==> config.mk <==
export PLATFORM = sky130hd
export DESIGN_NAME = cache_stage
export DESIGN_NICKNAME = d
export VERILOG_FILES = /design/src/rtl/cache_pkg.sv /design/src/rtl/cache_array.sv /design/src/rtl/pipe_reg.sv /design/src/rtl/cache_stage.sv
export SDC_FILE = /design/constraint.sdc
export NUM_CORES = 1
export LEC_CHECK = 0
export ABC_AREA = 0
export CORE_MARGIN = 3
export CORE_UTILIZATION = 40
export DETAILED_ROUTE_END_ITERATION = 16
export MAX_ROUTING_LAYER = met4
export SLEW_MARGIN = 40
export SYNTH_ARGS = -nofsm -noshare
export SYNTH_HDL_FRONTEND = slang
export SYNTH_HIERARCHICAL = 1
export SYNTH_SLANG_ARGS = --single-unit
export TNS_END_PERCENT = 10
==> constraint.sdc <==
create_clock -name clk -period 8.5 [get_ports clk]
set_input_delay 1.7 -clock clk [delete_from_list [all_inputs] [get_ports clk]]
set_output_delay 1.7 -clock clk [all_outputs]
set_load 0.005 [all_outputs]
==> src/rtl/cache_pkg.sv <==
// rtl/cache_pkg.sv - shared widths, FSM state and line-entry type for the data-cache stage
package cache_pkg;
    localparam int CACHE_LINES = 4;
    localparam int CACHE_WORDS = 4;
    localparam int ADDR_W      = 16;
    localparam int DATA_W      = 16;
    localparam int OFFSET_W    = $clog2(CACHE_WORDS);
    localparam int INDEX_W     = $clog2(CACHE_LINES);
    localparam int TAG_W       = ADDR_W - OFFSET_W - INDEX_W;

    typedef enum logic [1:0] {IDLE, REFILL, WRITE} state_t;

    typedef struct packed {
        logic                                valid;
        logic [TAG_W-1:0]                    tag;
        logic [CACHE_WORDS-1:0][DATA_W-1:0]  data;
    } line_t;
endpackage

==> src/rtl/cache_array.sv <==
// rtl/cache_array.sv - direct-mapped valid/tag/data storage, one comb read port, word and tag write ports
module cache_array
    import cache_pkg::*;
(
    input  logic                clk,
    input  logic                reset,
    input  logic [INDEX_W-1:0]  rd_index,
    output line_t               rd_line,
    input  logic                word_we,
    input  logic [INDEX_W-1:0]  word_index,
    input  logic [OFFSET_W-1:0] word_offset,
    input  logic [DATA_W-1:0]   word_data,
    input  logic                tag_we,
    input  logic [INDEX_W-1:0]  tag_index,
    input  logic [TAG_W-1:0]    tag_value
);
    line_t lines [CACHE_LINES];

    assign rd_line = lines[rd_index];

    // Only valid bits are reset; tag and data are don't-care until refilled.
    always_ff @(posedge clk) begin
        if (reset) begin
            for (int i = 0; i < CACHE_LINES; i++)
                lines[i].valid <= 1'b0;
        end else begin
            if (word_we)
                lines[word_index].data[word_offset] <= word_data;
            if (tag_we) begin
                lines[tag_index].valid <= 1'b1;
                lines[tag_index].tag   <= tag_value;
            end
        end
    end
endmodule

==> src/rtl/pipe_reg.sv <==
// rtl/pipe_reg.sv - parametric enabled pipeline register with synchronous reset
module pipe_reg #(
    parameter int WIDTH = 8
) (
    input  logic             clk,
    input  logic             reset,
    input  logic             en,
    input  logic [WIDTH-1:0] d,
    output logic [WIDTH-1:0] q
);
    always_ff @(posedge clk) begin
        if (reset)
            q <= '0;
        else if (en)
            q <= d;
    end
endmodule

==> src/rtl/cache_stage.sv <==
// rtl/cache_stage.sv - write-through direct-mapped data-cache stage; CACHE_STATS_EN adds hit/miss counters
module cache_stage
    import cache_pkg::*;
#(
    parameter int LINES          = CACHE_LINES,
    parameter int WORDS_PER_LINE = CACHE_WORDS
) (
    input  logic        clk,
    input  logic        reset,
    input  logic        enable_cache,
    input  logic [15:0] tlblookup_result,
    input  logic [2:0]  destReg_addr_input,
    input  logic        we_input,
    input  logic [1:0]  bp_input,
    input  logic        is_load,
    input  logic        is_store,
    input  logic [15:0] store_data,
    output logic [15:0] cache_result,
    output logic [2:0]  destReg_addr_output,
    output logic        we_output,
    output logic [1:0]  bp_output,
    output logic        stall_pipeline,
    output logic        mem_req,
    output logic        mem_we,
    output logic [15:0] mem_addr,
    output logic [15:0] mem_wdata,
    input  logic [15:0] mem_rdata,
    input  logic        mem_ack
`ifdef CACHE_STATS_EN
    ,
    output logic [15:0] hit_count,
    output logic [15:0] miss_count
`endif
);
    // Geometry lives in cache_pkg; the parameters must agree with it.
    if (LINES != CACHE_LINES || WORDS_PER_LINE != CACHE_WORDS) begin : g_cfg_check
        $error("cache_stage geometry must match cache_pkg");
    end

    state_t              state;
    logic [OFFSET_W-1:0] count;
    logic                store_done;
    line_t               rd_line;

    logic [OFFSET_W-1:0] addr_offset;
    logic [INDEX_W-1:0]  addr_index;
    logic [TAG_W-1:0]    addr_tag;
    logic                hit, last_word, out_en;
    logic                word_we, tag_we;
    logic [21:0]         out_q;

    assign addr_offset = tlblookup_result[OFFSET_W-1:0];
    assign addr_index  = tlblookup_result[OFFSET_W +: INDEX_W];
    assign addr_tag    = tlblookup_result[ADDR_W-1 -: TAG_W];
    assign hit         = rd_line.valid && (rd_line.tag == addr_tag);
    assign last_word   = (count == OFFSET_W'(CACHE_WORDS - 1));

    assign stall_pipeline = (state != IDLE) ||
                            (enable_cache && ((is_load && !hit) || (is_store && !store_done)));
    assign out_en = enable_cache && !stall_pipeline;

    assign word_we = (state == REFILL && mem_ack) ||
                     (state == IDLE && enable_cache && is_store && hit && !store_done);
    assign tag_we  = (state == REFILL) && mem_ack && last_word;

    cache_array u_array (
        .clk         (clk),
        .reset       (reset),
        .rd_index    (addr_index),
        .rd_line     (rd_line),
        .word_we     (word_we),
        .word_index  (addr_index),
        .word_offset ((state == REFILL) ? count : addr_offset),
        .word_data   ((state == REFILL) ? mem_rdata : store_data),
        .tag_we      (tag_we),
        .tag_index   (addr_index),
        .tag_value   (addr_tag)
    );

    always_ff @(posedge clk) begin
        if (reset) begin
            state      <= IDLE;
            count      <= '0;
            store_done <= 1'b0;
            mem_req    <= 1'b0;
            mem_we     <= 1'b0;
            mem_addr   <= '0;
            mem_wdata  <= '0;
        end else begin
            case (state)
                IDLE: begin
                    if (out_en)
                        store_done <= 1'b0;
                    if (enable_cache && is_load && !hit) begin
                        state    <= REFILL;
                        count    <= '0;
                        mem_req  <= 1'b1;
                        mem_we   <= 1'b0;
                        mem_addr <= {addr_tag, addr_index, OFFSET_W'(0)};
                    end else if (enable_cache && is_store && !store_done) begin
                        state     <= WRITE;
                        mem_req   <= 1'b1;
                        mem_we    <= 1'b1;
                        mem_addr  <= tlblookup_result;
                        mem_wdata <= store_data;
                    end
                end
                REFILL: begin
                    if (mem_ack) begin
                        if (last_word) begin
                            state   <= IDLE;
                            mem_req <= 1'b0;
                        end else begin
                            count    <= count + 1'b1;
                            mem_addr <= {addr_tag, addr_index, count + 1'b1};
                        end
                    end
                end
                WRITE: begin
                    // The completion cycle back in IDLE loads the output without re-issuing.
                    if (mem_ack) begin
                        state      <= IDLE;
                        mem_req    <= 1'b0;
                        mem_we     <= 1'b0;
                        store_done <= 1'b1;
                    end
                end
                default: state <= IDLE;
            endcase
        end
    end

    pipe_reg #(.WIDTH(22)) u_out_reg (
        .clk   (clk),
        .reset (reset),
        .en    (out_en),
        .d     ({(is_load ? rd_line.data[addr_offset] : tlblookup_result),
                 destReg_addr_input, we_input, bp_input}),
        .q     (out_q)
    );

    assign {cache_result, destReg_addr_output, we_output, bp_output} = out_q;

`ifdef CACHE_STATS_EN
    logic refilled;

    // A load that refilled re-evaluates as a hit; it was already counted as a miss.
    always_ff @(posedge clk) begin
        if (reset) begin
            hit_count  <= '0;
            miss_count <= '0;
            refilled   <= 1'b0;
        end else begin
            if (tag_we)
                refilled <= 1'b1;
            else if (out_en && is_load)
                refilled <= 1'b0;
            if (out_en && is_load && !refilled && hit_count != 16'hFFFF)
                hit_count <= hit_count + 1'b1;
            if (state == IDLE && enable_cache && is_load && !hit && miss_count != 16'hFFFF)
                miss_count <= miss_count + 1'b1;
        end
    end
`endif
endmodule

==> metrics <==
run status completed; metal3 WL 1300 um; via/cell ratio 5.38; Slew headroom 0.503; CTS root buf clkbuf_16; YS warnings 6; Worst Clk Skew 0.0198 ns; Post-Synthesis Cells 829; Net Sw Frac 0.220; CP Launch Type input port; Resize count post-CTS 0; Post-DRT Antenna Nets 0; Seq pwr share 0.504; Final Setup Violations 0; synthesized area per cell about 18 um2; minimum clock period 6.30 ns; Syn-to-layout area delta 19.3%; standard-cell rows 70; Fin Hold WS ~0.45 ns; #FFs+latches synth roughly 370; Die H 200 um; gpl congestion 0.756; Post-synth EDFFs 304; Critical Path RT 6.80 ns; die area 39900 um2; register area around 10000 um2; Netlist Area Pre-Place 15000 um2; io pins approximately 120; Met1 Routed Length 15100 um; Max Root-Sink Buffers 3; final setup TNS 0 ns; Max H-tree Level 2; setup ws final ~2.2 ns; Reg clk slew, reported paths 0.06 ns; PD cells between 200 and 250 nW/um2; Final Slew Violations 0; max cap viols 0; Cell Int Power 3070 uW; Die W 200 um; final wirelength between 30000 and 40000 um; Worst EP arrival 4.60 ns; Setup Buffers After CTS 0; crit-path max FO 37; Hold Fails Final Rpt 0; Max Used Layer met4; worst-margin pin slew 0.738 ns; Setup CP Type in2out; Vias 7829; Antenna diodes 0; wire per inst 23.2 um; Nets 1024; Starting Density 0.408; hold buffers post-CTS 0; area share of the largest cell type after synthesis 0.609; global-route wire length before repair 51400 um; clk_lat worst skew around 0.53 ns; CTS buffer count 39; Core Area about 37000 um2; maximum VDD drop about 0.15 mV; Critical Path End Type output pin; number of clock sinks approximately 370; RSZ-0062 raised after global routing no; worst min path class reg2reg; DRT Pass-1 Iters 7; vias in the first global route 8122; final period utilization 0.741; synth cell count leaders edfxtp_1, mux4_2, dfxtp_1; grt ovf 0; largest net degree at the start of global routing 62; DRC Markers 0; Gate power share 0.090; leakage 0.00623 uW; Synth area leader edfxtp_1; Global Route Usage Sum 0.179; Synth cell types 51; Net Switching 868 uW; DRT iter0 DRCs 539; Fill cells 3059; port bufs 116; WL met2 16600 um; share of layout cells above drive strength 1 0.230; Async SR Flop Fraction 0; part of the power in the clock network 0.406; ys flop type edfxtp_1; HPWL Detailed 20900 um; final design utilization 0.486; CTS tree done; synth top area cells edfxtp_1, mux4_2, dfxtp_1; multi-input logic area 4330 um2; total power draw a little under 4000 uW; initial antenna violation count 1; Achievable Freq 159 MHz; Syn Nets between 800 and 900; pre-CTS setup slack 2.14 ns; register area share after synthesis 0.695; most common cell in the netlist edfxtp_1
-- cells by family (layout without fill, tap and decap cells) --
family	Yosys count	count (layout)	share of synthesized area
adders and majority gates	5	5	0.00417
muxes	165	165	0.189
and+or+nand+nor	157	157	0.0530
DFF	369	369	0.695
buffers and inverters	55	213	0.0231
AOI/OAI and AO/OA	66	66	0.0287
xor gates and xnor gates	12	12	0.00701
-- power by group through the flow --
stage | Combinational, uW | Sequential, uW | Clock [uW]
after floorplan | 208 | 2030 | 0
after global placement | 352 | 2030 | 0
after detailed placement | 357 | 2030 | 0
after CTS | 359 | 1990 | 1650
after global routing | 385 | 1990 | 1720
final | 354 | 1990 | 1600
-- metal layers --
layer	vias up	global-route usage
met2	184	0.284
met3	57	0.0277
met4	0	0.0514
met5	-	-
met1	4037	0.243
li1	3551	-
-- cell usage in the layout, fill, tap and decap left out, drive strengths merged, types with 3 or more instances in the layout --
cell,count
mux2i,40
and3,3
nand2b,8
a31oi,4
mux2,34
clkinv,19
nand3b,3
nor2b,7
ha,5
buf,24
clkbuf,44
nor2,39
clkdlybuf4s50,113
mux4,91
a21oi,27
bufinv,3
or4,3
nand4,4
inv,8
dfxtp,65
edfxtp,304
o21ai,20
xnor2,12
nand3,19
nand2,41
and2,17
nor3,6
-- area by class of cell --
type | instances | share of cell area
sequential | 369 | 0.583
inverter | 7 | 0.00147
tap | 468 | 0.0327
clock inverter | 25 | 0.0109
multi-input combinational | 405 | 0.242
timing repair buffer | 137 | 0.0741
clock buffer | 44 | 0.0556
-- critical path, stage by stage --
cell	delay, ns
buf_4	0.51
mux4_2	0.60
xnor2_1	0.21
nand4_2	0.29
o41ai_4	0.69
nand2_1	0.11
clkdlybuf4s50_1	0.46
-- through the flow --
stage	instances	cell area, um2
5_1_grt	1455	17900
3_3_place_gp	1383	16600
3_5_place_dp	1385	16700
2_1_floorplan	829	15000
4_1_cts	1454	17900
6_report	1455	17900
-- registers in the layout, summed over array words and instances, names as in the netlist --
signal,count
u_array/lines,308
u_out_reg/q,22
mem_addr,16
mem_wdata,16
count,2
state,2
mem_req,1
mem_we,1
store_done,1
-- worst paths after layout --
path                            cells past startpoint                   end  slack (ns)                 start
worst min register to register                      2  u_array/lines[0][76]        0.45  u_array/lines[0][76]
worst max register to register                      8  u_array/lines[3][52]        4.17  u_array/lines[3][66]
worst min-delay path                                2  u_array/lines[0][76]        0.45  u_array/lines[0][76]
worst max-delay path                                7        stall_pipeline        2.20   tlblookup_result[2]
(Power assumes the default switching activity.)
